## src/rtl/fifo_ctrl8.sv

```systemverilog
// Pointer/flag controller for an 8-entry register-file FIFO: row write enables, head select, count and flags.
// Latency: wr_row_en is combinational; count, flags and rd_sel update at the edge ending an accepted request.
// Backpressure: writes are rejected when full unless paired with a read; reads are rejected when empty (sticky error flags).
module fifo_ctrl8 #(
    parameter int unsigned AFULL_TH  = 6,
    parameter int unsigned AEMPTY_TH = 2
) (
    input  logic       clk,
    input  logic       rst,
    input  logic       flush,
    input  logic       wr_req,
    input  logic       rd_req,
    output logic [7:0] wr_row_en,
    output logic [2:0] rd_sel,
    output logic [3:0] count,
    output logic       full,
    output logic       empty,
    output logic       almost_full,
    output logic       almost_empty,
    output logic       overflow,
    output logic       underflow
);

    localparam logic [3:0] AF_TH = 4'(AFULL_TH);
    localparam logic [3:0] AE_TH = 4'(AEMPTY_TH);

    logic [2:0] wr_ptr;
    logic [2:0] rd_ptr;
    logic       wr_acc;
    logic       rd_acc;
    logic [3:0] count_nxt;

    // A write into a full FIFO is legal only when the head is popped the same cycle.
    assign wr_acc    = wr_req & (~full | rd_req);
    assign rd_acc    = rd_req & ~empty;
    assign count_nxt = count + {3'b000, wr_acc} - {3'b000, rd_acc};

    always_comb begin
        wr_row_en = 8'h00;
        if (wr_acc && !flush && !rst) begin
            wr_row_en = 8'h01 << wr_ptr;
        end
    end

    assign rd_sel = rd_ptr;

    always_ff @(posedge clk) begin
        if (rst || flush) begin
            wr_ptr       <= 3'd0;
            rd_ptr       <= 3'd0;
            count        <= 4'd0;
            full         <= 1'b0;
            empty        <= 1'b1;
            almost_full  <= (4'd0 >= AF_TH);
            almost_empty <= (4'd0 <= AE_TH);
            overflow     <= 1'b0;
            underflow    <= 1'b0;
        end else begin
            wr_ptr       <= wr_ptr + {2'b00, wr_acc};
            rd_ptr       <= rd_ptr + {2'b00, rd_acc};
            count        <= count_nxt;
            full         <= (count_nxt == 4'd8);
            empty        <= (count_nxt == 4'd0);
            almost_full  <= (count_nxt >= AF_TH);
            almost_empty <= (count_nxt <= AE_TH);
            if (wr_req && !wr_acc) begin
                overflow <= 1'b1;
            end
            if (rd_req && !rd_acc) begin
                underflow <= 1'b1;
            end
        end
    end

endmodule

```

## config.mk

```make
export PLATFORM = sky130hd
export DESIGN_NAME = fifo_ctrl8
export DESIGN_NICKNAME = d
export VERILOG_FILES = /design/src/rtl/fifo_ctrl8.sv
export SDC_FILE = /design/constraint.sdc
export NUM_CORES = 1
export LEC_CHECK = 0
export CAP_MARGIN = 20
export CELL_PAD_IN_SITES_DETAIL_PLACEMENT = 2
export CELL_PAD_IN_SITES_GLOBAL_PLACEMENT = 2
export CORE_UTILIZATION = 25
export DETAILED_ROUTE_END_ITERATION = 8
export PLACE_DENSITY_LB_ADDON = 0.1
export RECOVER_POWER = 25
export SYNTH_ARGS = -nofsm -noshare
export SYNTH_HDL_FRONTEND = slang
export SYNTH_SLANG_ARGS = --single-unit
```

## constraint.sdc

```tcl
create_clock -name clk -period 2.7 [get_ports clk]
set_clock_uncertainty 0.2 [all_clocks]
set_input_delay 0.27 -clock clk [delete_from_list [all_inputs] [get_ports clk]]
set_output_delay 0.27 -clock clk [all_outputs]
set_load 0.005 [all_outputs]
```

==> flow_metrics.tcl <==
set metrics [dict create \
    status "finished with violations" \
    failed_checks "design-rule violations" \
    dp_hpwl_um 1580 \
    diodes 0 \
    setup_ws_ns 0.0971 \
    cts_tree "yes" \
    crit_family "buffers and inverters" \
    worstMarginPinSlew_ns 0.576 \
    io_pins 26 \
    die_h_um 57.0 \
    clk_pin_slew_ns 0.11 \
    num_rows 19 \
    start_util_pct 27.0 \
    yosys-top-cells-count "dfxtp_1 (16), nor2_1 (16), ha_1 (8), inv_1 (8)" \
    place_congestion 0.669 \
    synth-seq-cells 16 \
    worstHoldStart "underflow$_SDFFE_PP0P_" \
    rsz0062_at_grt "no" \
    route.detailed.drc 6 \
    dp_slack_ns -0.149 \
    grt_pass1_wl_um 3310 \
    core_area_mm2 0.00281 \
    hold_viol 0 \
    criticalPathCategory "in2out" \
    synthTopCellsByArea "dfxtp_1 (42%), ha_1 (13%), nor2_1 (7.9%), inv_1 (4.0%), and2_1 (3.3%)" \
    cts_htree_levels 1 \
    ys_types 26 \
    peakVddDrop_uv 254 \
    slowest_delay_ns 0.51 \
    vias 673 \
    worstPathMaxFanout 4 \
    synth_area_per_cell_um2 9.46 \
    setup_viol 0 \
    relSlewSlack_pct 61.6 \
    viasPerCell 4.58 \
    cp.required_ns 2.23 \
    area_delta_synth_final_pct 50.2 \
    instances_no_fill 147 \
    async_reset_ff_share_pct 0 \
    hp-class "reg2reg" \
    cts_root_buffer "clkbuf_4" \
    p_sw_uw 143 \
    pwr_density_cell_mw_per_mm2 467 \
    leakage_nw 0.496 \
    cp-end-kind "output port" \
    grt_pass1_vias 697 \
    cap_violations 0 \
    cts-buffers-inserted 3 \
    r2r-start "full$_SDFF_PP0_" \
    ff2ff_setup_slack_ns 0.32 \
    drv_slew 0 \
    ys_warn_count 0 \
    crit_path_cell_trace "clkdlybuf4s50_1, nand2b_1, nand2_1, buf_4, or3_4, nor2_1, clkdlybuf4s50_1" \
    grt.total_usage_pct 13.6 \
    combPwrFrac_pct 20.3 \
    dieArea_mm2 0.00325 \
    clock_path_buffers 2 \
    drive_above_1_share_pct 14.7 \
    critPathBufInv 3 \
    dieWidth_um 57.0 \
    synth_nets 94 \
    clkPwrFrac_pct 31.3 \
    port_buffers 25 \
    synth_edf_count 0 \
    start_kind "input port" \
    clock_sinks 16 \
    crit_top_cell "clkdlybuf4s50_1" \
    p_int_uw 388 \
    synth_top_area_share_pct 42.3 \
    placed_cells 143 \
    netlist_area_um2 757 \
    synth_ff_type "dfxtp_1" \
    wl_per_cell_um 13.4 \
    wl_um 1970 \
    synth_top_cell_by_area "dfxtp_1" \
    overflow 0 \
    fin_crit_ns 2.60 \
    yosysSeqAreaShare_pct 42.3 \
    insertion_delay_ns 0.29 \
    ant_nets 0 \
    num-nets-final 131 \
    grt_max_degree 13 \
    cp-startpoint "rd_req" \
    antenna_found_initial 0 \
    fmax_mhz 384 \
    swShare_pct 26.9 \
    cp_slowest_cell "clkdlybuf4s50_1" \
    initialDrtViolationCount 12 \
    drtPass1Iterations 6 \
    fin_tns_setup_ns 0 \
    fin_crit_sh_pct 96.4 \
    cp.arrival_ns 2.13 \
    synthCells 80 \
    power_frac_seq_pct 48.4 \
]
==> placed cells by master (no fill, tap or decap), types with 3 or more instances in the layout <==
cell type        synthesis  layout
ha_1                     8       8
clkbuf_4                 0       3
dlygate4sd3_1            0       5
nand2b_1                 4       4
nor2_1                  16      16
dfxtp_1                 16      16
and2_1                   4       4
clkdlybuf4s50_1          0      19
buf_4                    0       7
inv_1                    8       8
==> path summary, 6_finish.rpt <==
| kind | end | depth (start not counted) |
|---|---|---|
| setup / recovery | wr_row_en[2] | 7 |
| hold / removal | underflow$_SDFFE_PP0P_ | 2 |
| setup reg to reg | almost_full$_SDFF_PP0_ | 10 |
| hold reg to reg | underflow$_SDFFE_PP0P_ | 2 |
==> per-layer routing <==
metal | up-vias | track usage (%) | share of wire (%)
li1 | 328 | - | -
met1 | 324 | 18.4 | 49
met2 | 17 | 20.5 | 45
met3 | 4 | 3.17 | 4.4
met4 | 0 | 6.27 | 1.1
met5 | - | 0 | 0
==> worst reg2reg max path, stage by stage, from the launching register on <==
cell,delay (ns)
dfxtp_1,0.35
nand2b_1,0.10
nand2_1,0.08
ha_1,0.28
inv_1,0.08
ha_1,0.16
inv_1,0.06
fa_1,0.37
xor2_1,0.21
or2_2,0.29
a21oi_1,0.14
==> sequential cells by signal (all words and copies together), names as in the netlist <==
| signal | flops |
|---|---|
| count | 4 |
| rd_sel | 3 |
| wr_ptr | 3 |
| almost_empty | 1 |
| almost_full | 1 |
| empty | 1 |
| full | 1 |
| overflow | 1 |
| underflow | 1 |
==> power groups by stage <==
stage,sequential (mW),combinational (mW),clock [mW]
floorplan,0.263,0.0555,0
global placement,0.263,0.109,0
detailed placement,0.263,0.112,0
CTS,0.258,0.113,0.173
global route,0.259,0.120,0.184
finish,0.257,0.108,0.166
==> cells by family (layout without fill, tap and decap cells) <==
family | count (synthesis) | in the layout | synth area share [%]
simple gates | 34 | 34 | 22.8
flops | 16 | 16 | 42.3
fa+ha+maj | 9 | 9 | 15.9
buf+inv | 9 | 45 | 4.46
compound gates | 7 | 7 | 6.78
xor+xnor | 5 | 5 | 7.77
==> through the flow <==
step           cell area [um2]  total power, mW  util, %  hold WS [ns]
6_report                  1140            0.531     40.5         0.294
5_1_grt                   1140            0.564     40.5         0.317
4_1_cts                   1140            0.544     40.6         0.302
3_5_place_dp              1100            0.375     39.3         0.276
3_3_place_gp              1100            0.372     39.3         0.249
2_1_floorplan              757            0.318        -         0.209
==> timing repair <==
action	4_1_cts	5_1_grt
gates resized for setup	0	1
setup endpoints to repair	0	1
setup buffers	0	0
hold buffers	0	0
==> cell type report <==
cell class / instances / area, um2
well taps: 31 / 38.8
fillers: 332 / 1670
clock buffers: 4 / 36.3
inverters: 8 / 30.0
repair buffers: 33 / 309
flip-flops and latches: 16 / 320
multi-input cells: 55 / 403
(Power assumes the default switching activity.)
